--- src/rtl/logmul_iq_sat.sv ---
// logmul_iq_sat: I/Q gain scaler by 2^E * M/2^MW with round-half-up and saturation to OW bits
// Ports:
//   clk, rst        clock, asynchronous active-high reset
//   dix, diy        signed DW-bit input sample pair
//   iv              input valid, accepted only while rdy=1
//   gain            {E[EW-1:0], M[MW-1:0]}, captured with the samples
//   dox, doy        signed OW-bit scaled outputs, held between updates
//   ov              one-cycle output valid pulse
//   ovf             saturation flag for the pair, updated with ov
//   rdy             idle and able to accept iv
module logmul_iq_sat #(
   parameter int DW = 20,
   parameter int OW = 16,
   parameter int EW = 4,
   parameter int MW = 12
) (
   input  logic                 clk,
   input  logic                 rst,
   input  logic signed [DW-1:0] dix,
   input  logic signed [DW-1:0] diy,
   input  logic                 iv,
   input  logic [EW+MW-1:0]     gain,
   output logic signed [OW-1:0] dox,
   output logic signed [OW-1:0] doy,
   output logic                 ov,
   output logic                 ovf,
   output logic                 rdy
);
   localparam int PW = DW + MW + 1;
   localparam int SW = DW + MW + (1 << EW);
   localparam int K  = DW + MW - OW;
   localparam int RW = SW - K;

   typedef enum logic [1:0] {idle, mulx, muly, rnd} state_t;

   state_t state, nxt;
   logic signed [DW-1:0] cx, cy, a;
   logic [EW-1:0] e;
   logic [MW-1:0] m;
   logic signed [PW-1:0] a_ext, m_ext, prod, px, py;
   logic signed [OW-1:0] rx;
   logic ovx, cap, ldx, ldy, ldo;
   logic [OW:0] sx, sy;

   // returns {saturated, value}; in range when all bits above the OW-bit result agree
   function automatic logic [OW:0] rnd_sat(input logic signed [PW-1:0] p, input logic [EW-1:0] sh);
      logic signed [SW-1:0] s;
      logic signed [RW-1:0] r;
      logic fit;
      s = {{(SW-PW){p[PW-1]}}, p};
      s = (s <<< sh) + (SW'(1) << (K-1));
      r = RW'(s >>> K);
      fit = (&r[RW-1:OW-1]) | (~|r[RW-1:OW-1]);
      return fit ? {1'b0, r[OW-1:0]} : {1'b1, r[RW-1], {(OW-1){~r[RW-1]}}};
   endfunction

   always_ff @(posedge clk or posedge rst)
      if (rst) state <= idle;
      else state <= nxt;

   always_comb begin
      nxt = state;
      case (state)
         idle:    nxt = iv ? mulx : idle;
         mulx:    nxt = muly;
         muly:    nxt = rnd;
         default: nxt = idle;
      endcase
   end

   always_comb begin
      cap = state == idle && iv;
      ldx = state == mulx;
      ldy = state == muly;
      ldo = state == rnd;
   end

   // single shared multiplier: X operand in mulx, Y operand in muly
   always_comb begin
      a     = ldy ? cy : cx;
      a_ext = {{(MW+1){a[DW-1]}}, a};
      m_ext = {{(DW+1){1'b0}}, m};
      prod  = a_ext * m_ext;
      sx    = rnd_sat(px, e);
      sy    = rnd_sat(py, e);
   end

   always_ff @(posedge clk or posedge rst)
      if (rst) begin
         {cx, cy, e, m} <= '0;
         {px, py, rx, ovx} <= '0;
         {dox, doy, ov, ovf} <= '0;
         rdy <= 1'b1;
      end else begin
         rdy <= nxt == idle;
         ov  <= ldo;
         if (cap) {cx, cy, e, m} <= {dix, diy, gain};
         if (ldx) px <= prod;
         if (ldy) begin
            py <= prod;
            {ovx, rx} <= sx;
         end
         if (ldo) begin
            dox <= rx;
            doy <= sy[OW-1:0];
            ovf <= ovx | sy[OW];
         end
      end
endmodule

--- config.mk ---
export PLATFORM = sky130hd
export DESIGN_NAME = logmul_iq_sat
export DESIGN_NICKNAME = d
export VERILOG_FILES = /design/src/rtl/logmul_iq_sat.sv
export SDC_FILE = /design/constraint.sdc
export NUM_CORES = 1
export LEC_CHECK = 0
export BUFFER_PORTS_ARGS = -buffer_cell sky130_fd_sc_hd__buf_2
export CAP_MARGIN = 20
export CORE_ASPECT_RATIO = 2
export CORE_UTILIZATION = 45
export DETAILED_ROUTE_END_ITERATION = 10
export GPL_TIMING_DRIVEN = 0
export PLACE_DENSITY_LB_ADDON = 0.15
export SYNTH_ARGS = -nofsm -noshare
export SYNTH_HDL_FRONTEND = slang
export SYNTH_SLANG_ARGS = --single-unit
export TNS_END_PERCENT = 1
--- constraint.sdc ---
create_clock -name clk -period 8.4 [get_ports clk]
set_clock_uncertainty 0.05 [all_clocks]
set_input_delay 0.42 -clock clk [delete_from_list [all_inputs] [get_ports clk]]
set_output_delay 0.42 -clock clk [all_outputs]
set_load 0.02 [all_outputs]
==> flow_summary.yaml <==
outcome:
  outcome: "complete, but fails checks"
  violations: "hold timing"
place:
  port_buffers: 93
  gp_congestion: 1.010
  dpl_cell_area_mm2: 0.02318
  dpl.hpwl_um: 62870
floorplanning:
  die_area_mm2: 0.04955
  die_w_um: 157.9
  fp.dieH_um: 313.8
  ios: 94
  fp-row-count: 113
  start_util_pct: 45.77
  core_mm2: 0.04779
worst_setup_path:
  r2r_start: "state[0]"
  path_max_fanout: 10
  r2r_slack_ns: 0.25
  endpoint_kind: "register"
  ff2ff_path_depth: 27
  worstSetupStartpointType: "register"
  required_ns: 8.75
  crit_type: "reg -> reg"
  worstPathArrival_ns: 8.51
  r2r-end: "py[31]"
routing:
  routedWlPerCell_um: 24.96
  initialDrtViolationCount: 723
  wl_um: 74680
  drtPass1Iterations: 6
  avgViaCountPerCell: 5.828
  antenna_left: 0
  drc: 0
  via_count: 17440
yosys:
  ys.flop_type: "dfrtp_1"
  synthesis.area_mm2: 0.02187
  synth_commonest_cells: "323 x inv_1, 256 x nand2_1, 218 x fa_1, 175 x dfrtp_1, 163 x mux2_2"
  yosysTopAreaCellShare_pct: 20.02
  synth.most_common_cell: "inv_1"
  ys_warn_count: 0
  synth_edf_count: 0
  synth_area_leaders: "dfrtp_1 20%, fa_1 20%, mux2_2 8.4%"
  yosysSeqAreaShare_pct: 20.14
  postSynthAreaPerCell_um2: 9.791
  synthArstFlopShare_pct: 100.0
  synth_area_leader_cell: "dfrtp_1"
  synthesis.nets: 2592
  syn_inst: 2234
  synth-seq-cells: 176
  synth.distinct_cells: 101
timing:
  tightest_slew_ns: 1.138
  fin_crit_sh_pct: 97.07
  fmax_mhz: 122.6
  maxSlewViolCount: 0
  finalSetupViolCount: 0
  hold_viol: 40
  period_minus_slack_ns: 8.154
  slew_headroom_pct: 24.13
  rsz0062_at_grt: "no"
  timing.hold.ws_ns: -0.01683
grt:
  grt-ovfl-total: 0
  grt_pass1_wl_um: 113700
  grt_busiest_layer: "met2"
  grtUsageMet2_pct: 60.13
  grt_usage_pct: 31.82
  antenna_found_initial: 2
  met3_usage_pct: 4.274
  gr-usage-met1_pct: 28.15
  grt_max_degree: 92
  grt_pass1_vias: 19150
cts:
  path_clk_slew_ns: 0.07
  ctsHoldBuffers: 0
  postCtsSetupBuffers: 0
  numCtsBuffers: 17
  clock-sinks: 176
  clock-root-buffer: "clkbuf_16"
  cts_tree: "built"
  insertion_delay_ns: 0.47
  cts_buffer_depth: 2
  h-tree-depth: 4
cells_and_area:
  nets: 2706
  fin_area_mm2: 0.02382
  final_core_util_pct: 49.85
  antenna_cells: 0
  drive_gt1_share_pct: 18.43
  syn2layout_area_growth_pct: 8.900
job:
  cap_violations: 0
hold_path:
  min_path_type: "in -> async"
[placed cells by master (no fill, tap or decap), types with 17 or more instances in the layout]
master and count:
nor2b_1 18, fa_1 218, xnor2_1 42, o21ai_0 55, nand2_1 256, a21oi_1 61, inv_1 322, nand3_1 31
clkbuf_16 17, mux4_2 55, nor3_1 29, mux2i_1 53, mux4_1 18, a21o_1 17, and2_1 117, dfrtp_1 175
buf_2 104, a211oi_1 21, a31oi_1 18, mux2_2 163, nor2_1 64, xor2_1 26, clkbuf_1 73, ha_1 80
[per-layer routing]
metal | vias to the layer above | routed length [um]
met1 | 8745 | 23130
met4 | 4 | 8041
met2 | 593 | 41020
li1 | 7792 | -
met3 | 304 | 2460
met5 | - | 27
[state kept, by name (all words and copies together), names as in the netlist]
name   count
px        33
py        33
cx        20
cy        20
dox       16
doy       16
rx        16
m         12
e          4
state      2
ov         1
ovf        1
ovx        1
rdy        1
[how the worst max path moves through the flow]
stage                     startpoint     end  slack, ns  cells after the start
after floorplan             state[0]  px[31]       1.44                     27
after global placement      state[0]  px[31]      -0.83                     25
after detailed placement    state[0]  py[31]      -0.74                     25
after CTS                   state[0]  py[31]      -0.15                     27
after global routing        state[0]  py[31]       0.02                     27
final                       state[0]  py[31]       0.25                     27
[area by class of cell]
| type | count | area (um^2) |
|---|---|---|
| Clock buffer | 19 | 452.9 |
| Tap cell | 632 | 790.8 |
| Sequential cell | 176 | 4405 |
| Fill cell | 4607 | 23970 |
| Multi-Input combinational cell | 1604 | 15550 |
| Buffer | 128 | 728.2 |
| Inverter | 326 | 1231 |
| Timing Repair Buffer | 95 | 508.0 |
| Clock inverter | 12 | 148.9 |
[cell families (layout without fill, tap and decap cells)]
logic type                 count (synthesis)  count (layout)  share of synthesized area [%]
AOI/OAI and AO/OA                        325             325                          10.44
xor gates and xnor gates                  70              70                          2.803
adders and majority gates                299             299                          24.59
buffers and inverters                    454             580                          8.855
DFF                                      176             176                          20.14
muxes                                    290             290                          18.70
and+or+nand+nor                          620             620                          14.47
[critical path, cell delays in order (launching register included)]
cell,delay (ns)
dfrtp_1,0.41
inv_1,0.10
ha_2,0.33
buf_6,0.26
mux2_2,0.38
clkbuf_1,0.28
and2_1,0.28
fa_1,0.54
inv_1,0.05
fa_1,0.47
inv_1,0.06
fa_1,0.51
fa_1,0.55
inv_1,0.05
fa_1,0.47
inv_1,0.04
ha_1,0.26
clkbuf_1,0.27
a211o_1,0.21
a211oi_1,0.07
o21ai_0,0.10
o21ai_1,0.15
o31a_1,0.37
a211o_1,0.35
o21ai_0,0.54
a311oi_2,0.23
xnor2_2,0.44
mux2_2,0.25
[metrics by stage]
step / setup WS [ns] / std cells / TNS (ns) / hold WS [ns]
floorplan: 1.444 / 2234 / 0 / 0.3956
global placement: -0.8320 / 2959 / -11.14 / 0.4131
detailed placement: -0.7422 / 2961 / -10.67 / 0.4315
CTS: -0.1540 / 2992 / -0.2943 / 0.008330
global route: 0.02320 / 2992 / 0 / 0.05121
finish: 0.2463 / 2992 / 0 / -0.01683
[repair_timing]
item / CTS / global route
pin swaps: 0 / 0
gates resized for setup: 10 / 13
endpoints found under the setup margin: 26 / 10
Power is left out: the tool's default activity adds up to more than one toggle a clock period on the data nets, which glitch-free logic cannot reach.
